$ cat src/rtl/ternary_operand_packer.sv
// Groups a word stream into operand triples for a downstream ternary adder.
// Short groups are zero-padded so the triple sum equals the sum of the real words.
module ternary_operand_packer #(
  parameter int WIDTH = 32
) (
  input  logic             clk,
  input  logic             rst,
  input  logic             in_valid,
  output logic             in_ready,
  input  logic [WIDTH-1:0] in_data,
  input  logic             in_last,
  output logic             out_valid,
  input  logic             out_ready,
  output logic [WIDTH-1:0] out_a,
  output logic [WIDTH-1:0] out_b,
  output logic [WIDTH-1:0] out_c,
  output logic [1:0]       out_cnt,
  output logic             out_last
);

  typedef enum logic [1:0] {
    S0,
    S1,
    S2
  } slot_e;

  slot_e            state;
  slot_e            state_next;
  logic [WIDTH-1:0] stage_a;
  logic [WIDTH-1:0] stage_b;
  logic             in_xfer;
  logic             out_xfer;
  logic             complete;

  // A new triple may be loaded whenever the output register is empty or draining.
  assign in_ready = !out_valid || out_ready;
  assign in_xfer  = in_valid && in_ready;
  assign out_xfer = out_valid && out_ready;
  assign complete = in_xfer && (in_last || (state == S2));

  always_ff @(posedge clk or posedge rst) begin
    if (rst) begin
      state <= S0;
    end else begin
      state <= state_next;
    end
  end

  always_comb begin
    state_next = state;
    if (in_xfer) begin
      if (complete) begin
        state_next = S0;
      end else begin
        case (state)
          S0:      state_next = S1;
          S1:      state_next = S2;
          default: state_next = S0;
        endcase
      end
    end
  end

  always_ff @(posedge clk or posedge rst) begin
    if (rst) begin
      stage_a <= '0;
      stage_b <= '0;
    end else if (in_xfer && !complete) begin
      case (state)
        S0:      stage_a <= in_data;
        S1:      stage_b <= in_data;
        default: ;
      endcase
    end
  end

  // Output registers only change on completion, which cannot happen while stalled.
  always_ff @(posedge clk or posedge rst) begin
    if (rst) begin
      out_valid <= 1'b0;
      out_a     <= '0;
      out_b     <= '0;
      out_c     <= '0;
      out_cnt   <= 2'd0;
      out_last  <= 1'b0;
    end else if (complete) begin
      out_valid <= 1'b1;
      out_last  <= in_last;
      case (state)
        S0: begin
          out_a   <= in_data;
          out_b   <= '0;
          out_c   <= '0;
          out_cnt <= 2'd1;
        end
        S1: begin
          out_a   <= stage_a;
          out_b   <= in_data;
          out_c   <= '0;
          out_cnt <= 2'd2;
        end
        default: begin
          out_a   <= stage_a;
          out_b   <= stage_b;
          out_c   <= in_data;
          out_cnt <= 2'd3;
        end
      endcase
    end else if (out_xfer) begin
      out_valid <= 1'b0;
    end
  end

endmodule

$ cat config.mk
export PLATFORM = sky130hd
export DESIGN_NAME = ternary_operand_packer
export DESIGN_NICKNAME = d
export VERILOG_FILES = /design/src/rtl/ternary_operand_packer.sv
export SDC_FILE = /design/constraint.sdc
export NUM_CORES = 1
export LEC_CHECK = 0
export ABC_CLOCK_PERIOD_IN_PS = 5900
export BUFFER_PORTS_ARGS = -buffer_cell sky130_fd_sc_hd__buf_4
export CELL_PAD_IN_SITES_DETAIL_PLACEMENT = 1
export CELL_PAD_IN_SITES_GLOBAL_PLACEMENT = 2
export CORE_MARGIN = 2
export CORE_UTILIZATION = 30
export DETAILED_ROUTE_END_ITERATION = 10
export PLACE_DENSITY_LB_ADDON = 0.2
export SETUP_SLACK_MARGIN = 0.05
export SLEW_MARGIN = 20
export SYNTH_ARGS = -nofsm -noshare
export SYNTH_HDL_FRONTEND = slang
export SYNTH_SLANG_ARGS = --single-unit
export TNS_END_PERCENT = 30
$ cat constraint.sdc
create_clock -name clk -period 5.9 [get_ports clk]
set_clock_uncertainty 0.2 [all_clocks]
set_input_delay 0.885 -clock clk [delete_from_list [all_inputs] [get_ports clk]]
set_output_delay 0.885 -clock clk [all_outputs]
set_load 0.1 [all_outputs]
---- Yosys cells after proc, flatten, opt, wreduce, memory -nomap -nowiden ----
Cells that the tools add are included.
word-level totals
  register bits after elaboration ......... 166
  input port bits ......................... 37
  output and inout bits ................... 101
  word-level logic and storage cells ...... 31
cells by class
  equal/unequal tests ..................... 2
  multiplexer cells ....................... 8
  reduce and logical (&&, ||, !) cells .... 12
operators by type and width
  cell                                                                    count
  32-bit 2-to-1 mux                                                       2
  32-bit one-hot mux with 2 select lines                                  1
  2-bit one-hot mux with 2 select lines                                   2
  1-bit logical AND                                                       4
  2-bit by 1-bit equality test with 1-bit output (second input constant)  1
  2-bit equality test (second input constant)                             1
  1-bit logical NOT                                                       2
  2-bit logical NOT                                                       1
  1-bit logical OR                                                        2
  1-bit 2-to-1 mux                                                        2
  2-bit 2-to-1 mux                                                        1
  2-bit AND reduction                                                     1
  2-bit nonzero test                                                      1
  2-bit OR reduction                                                      1

---- Longest topological paths before layout ----
  depth in word-level cells ............... 7
  mapped depth ............................ 6
  gate-level depth less buffers ........... 3

---- Worst setup path after synthesis ----
OpenSTA, ideal clock, no wires.
  path type ............................... input to register
  start ................................... input out_ready
  end ..................................... register stage_a[0]
  library setup time ...................... 0.128 ns
  arrival time ............................ 2.283 ns
  required time ........................... 5.572 ns
  slack ................................... 3.289 ns
  cell stages on the path ................. 5
  path buffers ............................ 2
  path through ............................ nand2b_1 -> buf_2 -> nand4b_2 -> buf_2 -> mux2_1
between the ends
  word-level cells in the longest chain between the ends .. 5
ends and longest elaborated chain
  element                 RTL line  RTL
  start: declaration      13        input logic out_ready,
  1-bit logical OR *      36        assign in_ready = !out_valid || out_ready;
  net in_ready            9         output logic in_ready,
  1-bit logical AND *     37        assign in_xfer = in_valid && in_ready;
  1-bit logical AND       39        assign complete = in_xfer && (in_last || (state == S2));
  1-bit logical NOT       68        end else if (in_xfer && !complete) begin
  1-bit logical AND *     68
  end signal: assignment  70        S0: stage_a <= in_data;
  end: declaration        29        logic [WIDTH-1:0] stage_a;
The timed path passes the listed nets; every way through them passes the cells marked *.
A chain may end at the register's enable or synchronous reset.

---- Final worst setup path ----
  start ................................... register state[0]
  end ..................................... register stage_b[19]
between the ends
  word-level cells in the longest chain between the ends .. 6
  elaborated cells on any way between the ends .. 7
  those cells by class .................... 2 x eq/ne; 5 x reduce/logical
ends and longest elaborated chain
  element                                 RTL line  RTL
  start: declaration                      27        slot_e state;
  start signal: assignment                45        state <= state_next;
  2-bit equality test                     39
  1-bit logical OR                        39
  1-bit logical AND                       39
  1-bit logical NOT                       68
  1-bit logical AND                       68
  2-bit AND reduction (no source line) *  -
  end signal: assignment                  71        S1: stage_b <= in_data;
  end: declaration                        30        logic [WIDTH-1:0] stage_b;
Every way passes the cells marked *; elsewhere a longest branch is shown, timed or not.

==> summary.md <==
| Metric | Value |
|---|---|
| Outcome | `finished, final reports clean` |
| Number of flops mapped to enable cells by yosys | `0` |
| Total inserted antenna cells | `0` |
| Via count | `between 4000 and 5000` |
| Top FF cell, synth | `sky130_fd_sc_hd__dfrtp_1` |
| Category of the worst setup path launch point | `flop` |
| Num ports | `around 140` |
| Post-synth net total | `613` |
| Setup violators final | `0` |
| Total DRC errors in the routed layout | `0` |
| Area grow syn2layout | `26.2%` |
| Cts-stage hold buffer count | `0` |
| Yosys reg bits | `approximately 170` |
| Critical R2R Launch | `state[0]` |
| Avg Cell Area, Syn | `12.6 um^2` |
| Row Count | `between 50 and 60` |
| Largest stage delay on the critical path | `0.94 ns` |
| Pre-Repair DR Iteration Count | `4` |
| Nature of the critical path endpoint | `flop` |
| HPWL after detailed placement | `around 11000 um` |
| Clock transition time at the flip-flop clock pins of the worst setup and hold paths | `0.07 ns` |
| Commonest cells after routing, fill and taps aside | `sky130_fd_sc_hd__dfrtp_1, sky130_fd_sc_hd__mux2_2, sky130_fd_sc_hd__buf_4` |
| PortBufs | `137` |
| Count of instances resized after the clock tree is built | `0` |
| Reported max-cap violation count | `0` |
| Aggregate negative setup slack | `0 ns` |
| Global-route wire length before repair | `28500 um` |
| Routed length per placed instance | `approximately 17 um` |
| Number of buffers inserted during clock tree synthesis | `17` |
| Number of pins with negative max-slew slack in the final report | `0` |
| Worst slew margin relative to its limit | `roughly 33%` |
| # nets final | `~740` |
| Final critical-path share of the clock period | `50.4%` |
| Initial antenna violation count | `0` |
| Placeable core area | `0.0236 mm^2` |
| Cell with the largest stage delay on the worst path | `sky130_fd_sc_hd__dfrtp_2` |
| Total routing resource utilization after global routing | `14.3%` |
| Post-CTS Setup Bufs | `0` |
| Global route total overflow | `0` |
| Fraction of registers with async set/reset | `100%` |
| Fill cells | `approximately 2500` |
| Via count of the first global-routing pass | `around 5200` |
| Largest net degree at the start of global routing | `between 100 and 150` |
| Number of H-tree levels | `4` |
| Ys Warns | `0` |
| Slew @ Worst Pin | `1.01 ns` |
| Most common cell after layout, fill and taps aside | `sky130_fd_sc_hd__dfrtp_1` |
| Remaining antenna violation count | `0` |
| Number of instances in the synthesized netlist | `576` |
| Final Critical Period | `about 3 ns` |
| Clock tree from TritonCTS | `done` |
| Area of combinational cells with multiple inputs | `roughly 0.0028 mm^2` |
| Post-Syn Area | `around 0.0072 mm^2` |
| Proportion of synthesized chip area in sequential cells | `a little under three fifths` |
| Largest driver fanout on the critical path | `39` |
| Clock sinks | `between 150 and 200` |
| Floorplan die area | `between 0.02 and 0.03 mm^2` |
| Distinct cell type count after synthesis | `25` |
| Post-detailed-routing wire length | `around 17000 um` |
| DRC violation total after the first TritonRoute iteration | `110` |
| Fraction of layout instances using a drive strength above 1 | `a little under half` |
| Horizontal die dimension | `about 160 um` |
| Max Fclk | `about 340 MHz` |
| Worst min path class | `reg -> reg` |
| Path type of the worst setup path | `reg -> reg` |
| Cell chain of the critical path | `nor3b_1, nand3_2, mux2_2` |
| FF/Latch Area | `between 0.004 and 0.005 mm^2` |
| Routability congestion estimate | `0.685` |
| CTS Buffer Depth | `2` |
| Clock tree root buffer cell | `sky130_fd_sc_hd__clkbuf_16` |
| Clock latency on the worst-skew pair | `between 0.4 and 0.5 ns` |
| RSZ-0062 raised after global routing | `false` |
| Die H | `between 150 and 200 um` |
| Final number of hold-violating endpoints | `0` |
| Initial Util | `a little under a third` |
| Required time at the endpoint of the critical path | `~6 ns` |
| Launch instance of the worst min-delay path | `stage_a[4]` |
| Average via count per standard cell | `4.65` |
| Arrival time reported for the critical path endpoint | `around 3 ns` |
| Critical path startpoint | `state[0]` |
state kept, by name, indices dropped and copies added (netlist names):
name	cells
out_a	32
out_b	32
out_c	32
out_cnt	2
out_last	1
out_valid	1
stage_a	32
stage_b	32
state	2
cells in the mapped netlist (all sizes together), types with 2 or more instances:
master / count / area [um^2]
clkbuf: 13 / 48.8
nand2: 98 / 368
mux2: 160 / 1800
buf: 24 / 123
o21ai: 32 / 160
nand3: 2 / 10.0
nor2: 2 / 10.0
a21bo: 3 / 30.0
mux2i: 32 / 320
inv: 33 / 124
nand2b: 2 / 12.5
dfrtp: 166 / 4150
stage by stage:
step / utilization (%) / hold slack, ns / cells / setup slack [ns] / area [um^2]
floorplan: - / 0.260 / 576 / 0.325 / 7240
global placement: 36.3 / 0.270 / 1000 / 2.67 / 8570
detailed placement: 36.3 / 0.279 / 1000 / 2.62 / 8570
CTS: 38.6 / 0.294 / 1032 / 2.74 / 9110
global route: 38.7 / 0.307 / 1033 / 2.65 / 9140
finish: 38.7 / 0.291 / 1033 / 2.92 / 9140
cells by family after synthesis:
logic type / synth area share (%)
mux: 29.3
flops: 57.4
buf+inv: 4.08
compound gates: 3.33
simple gates: 5.93
path summary, 6_finish.rpt:
check | to | slack (ns) | cells after the start
setup / recovery | stage_b[19] | 2.92 | 3
hold reg to reg | stage_a[4] | 0.29 | 1
min in group asynchronous | out_c[6] | 0.42 | 2
max in group asynchronous | out_b[23] | 3.85 | 3
setup reg to reg | stage_b[19] | 2.92 | 3
hold / removal | stage_a[4] | 0.29 | 1
per-layer routing:
| layer | track usage [%] | wire length, um |
|---|---|---|
| met5 | 0 | 0 |
| met4 | 4.75 | 210 |
| met3 | 3.20 | 641 |
| met2 | 25.2 | 8940 |
| met1 | 17.3 | 7680 |
critical path, delay by kind of cell, from the launching register on:
kind / cells / cell delay (ns)
multiplexers: 1 / 0.59
flip-flops: 1 / 0.94
AND/OR/NAND/NOR: 2 / 1.11
final cells by class:
class                           count  share of cell area, %
Clock buffer                       19                   4.84
Inverter                           33                   1.41
Clock inverter                     13                   1.08
Timing Repair Buffer              143                   12.0
Multi-Input combinational cell    340                   30.8
Sequential cell                   166                   45.5
Tap cell                          319                   4.37
Power is left out: the tool's default activity adds up to more than one toggle a clock period on the data nets, which glitch-free logic cannot reach.
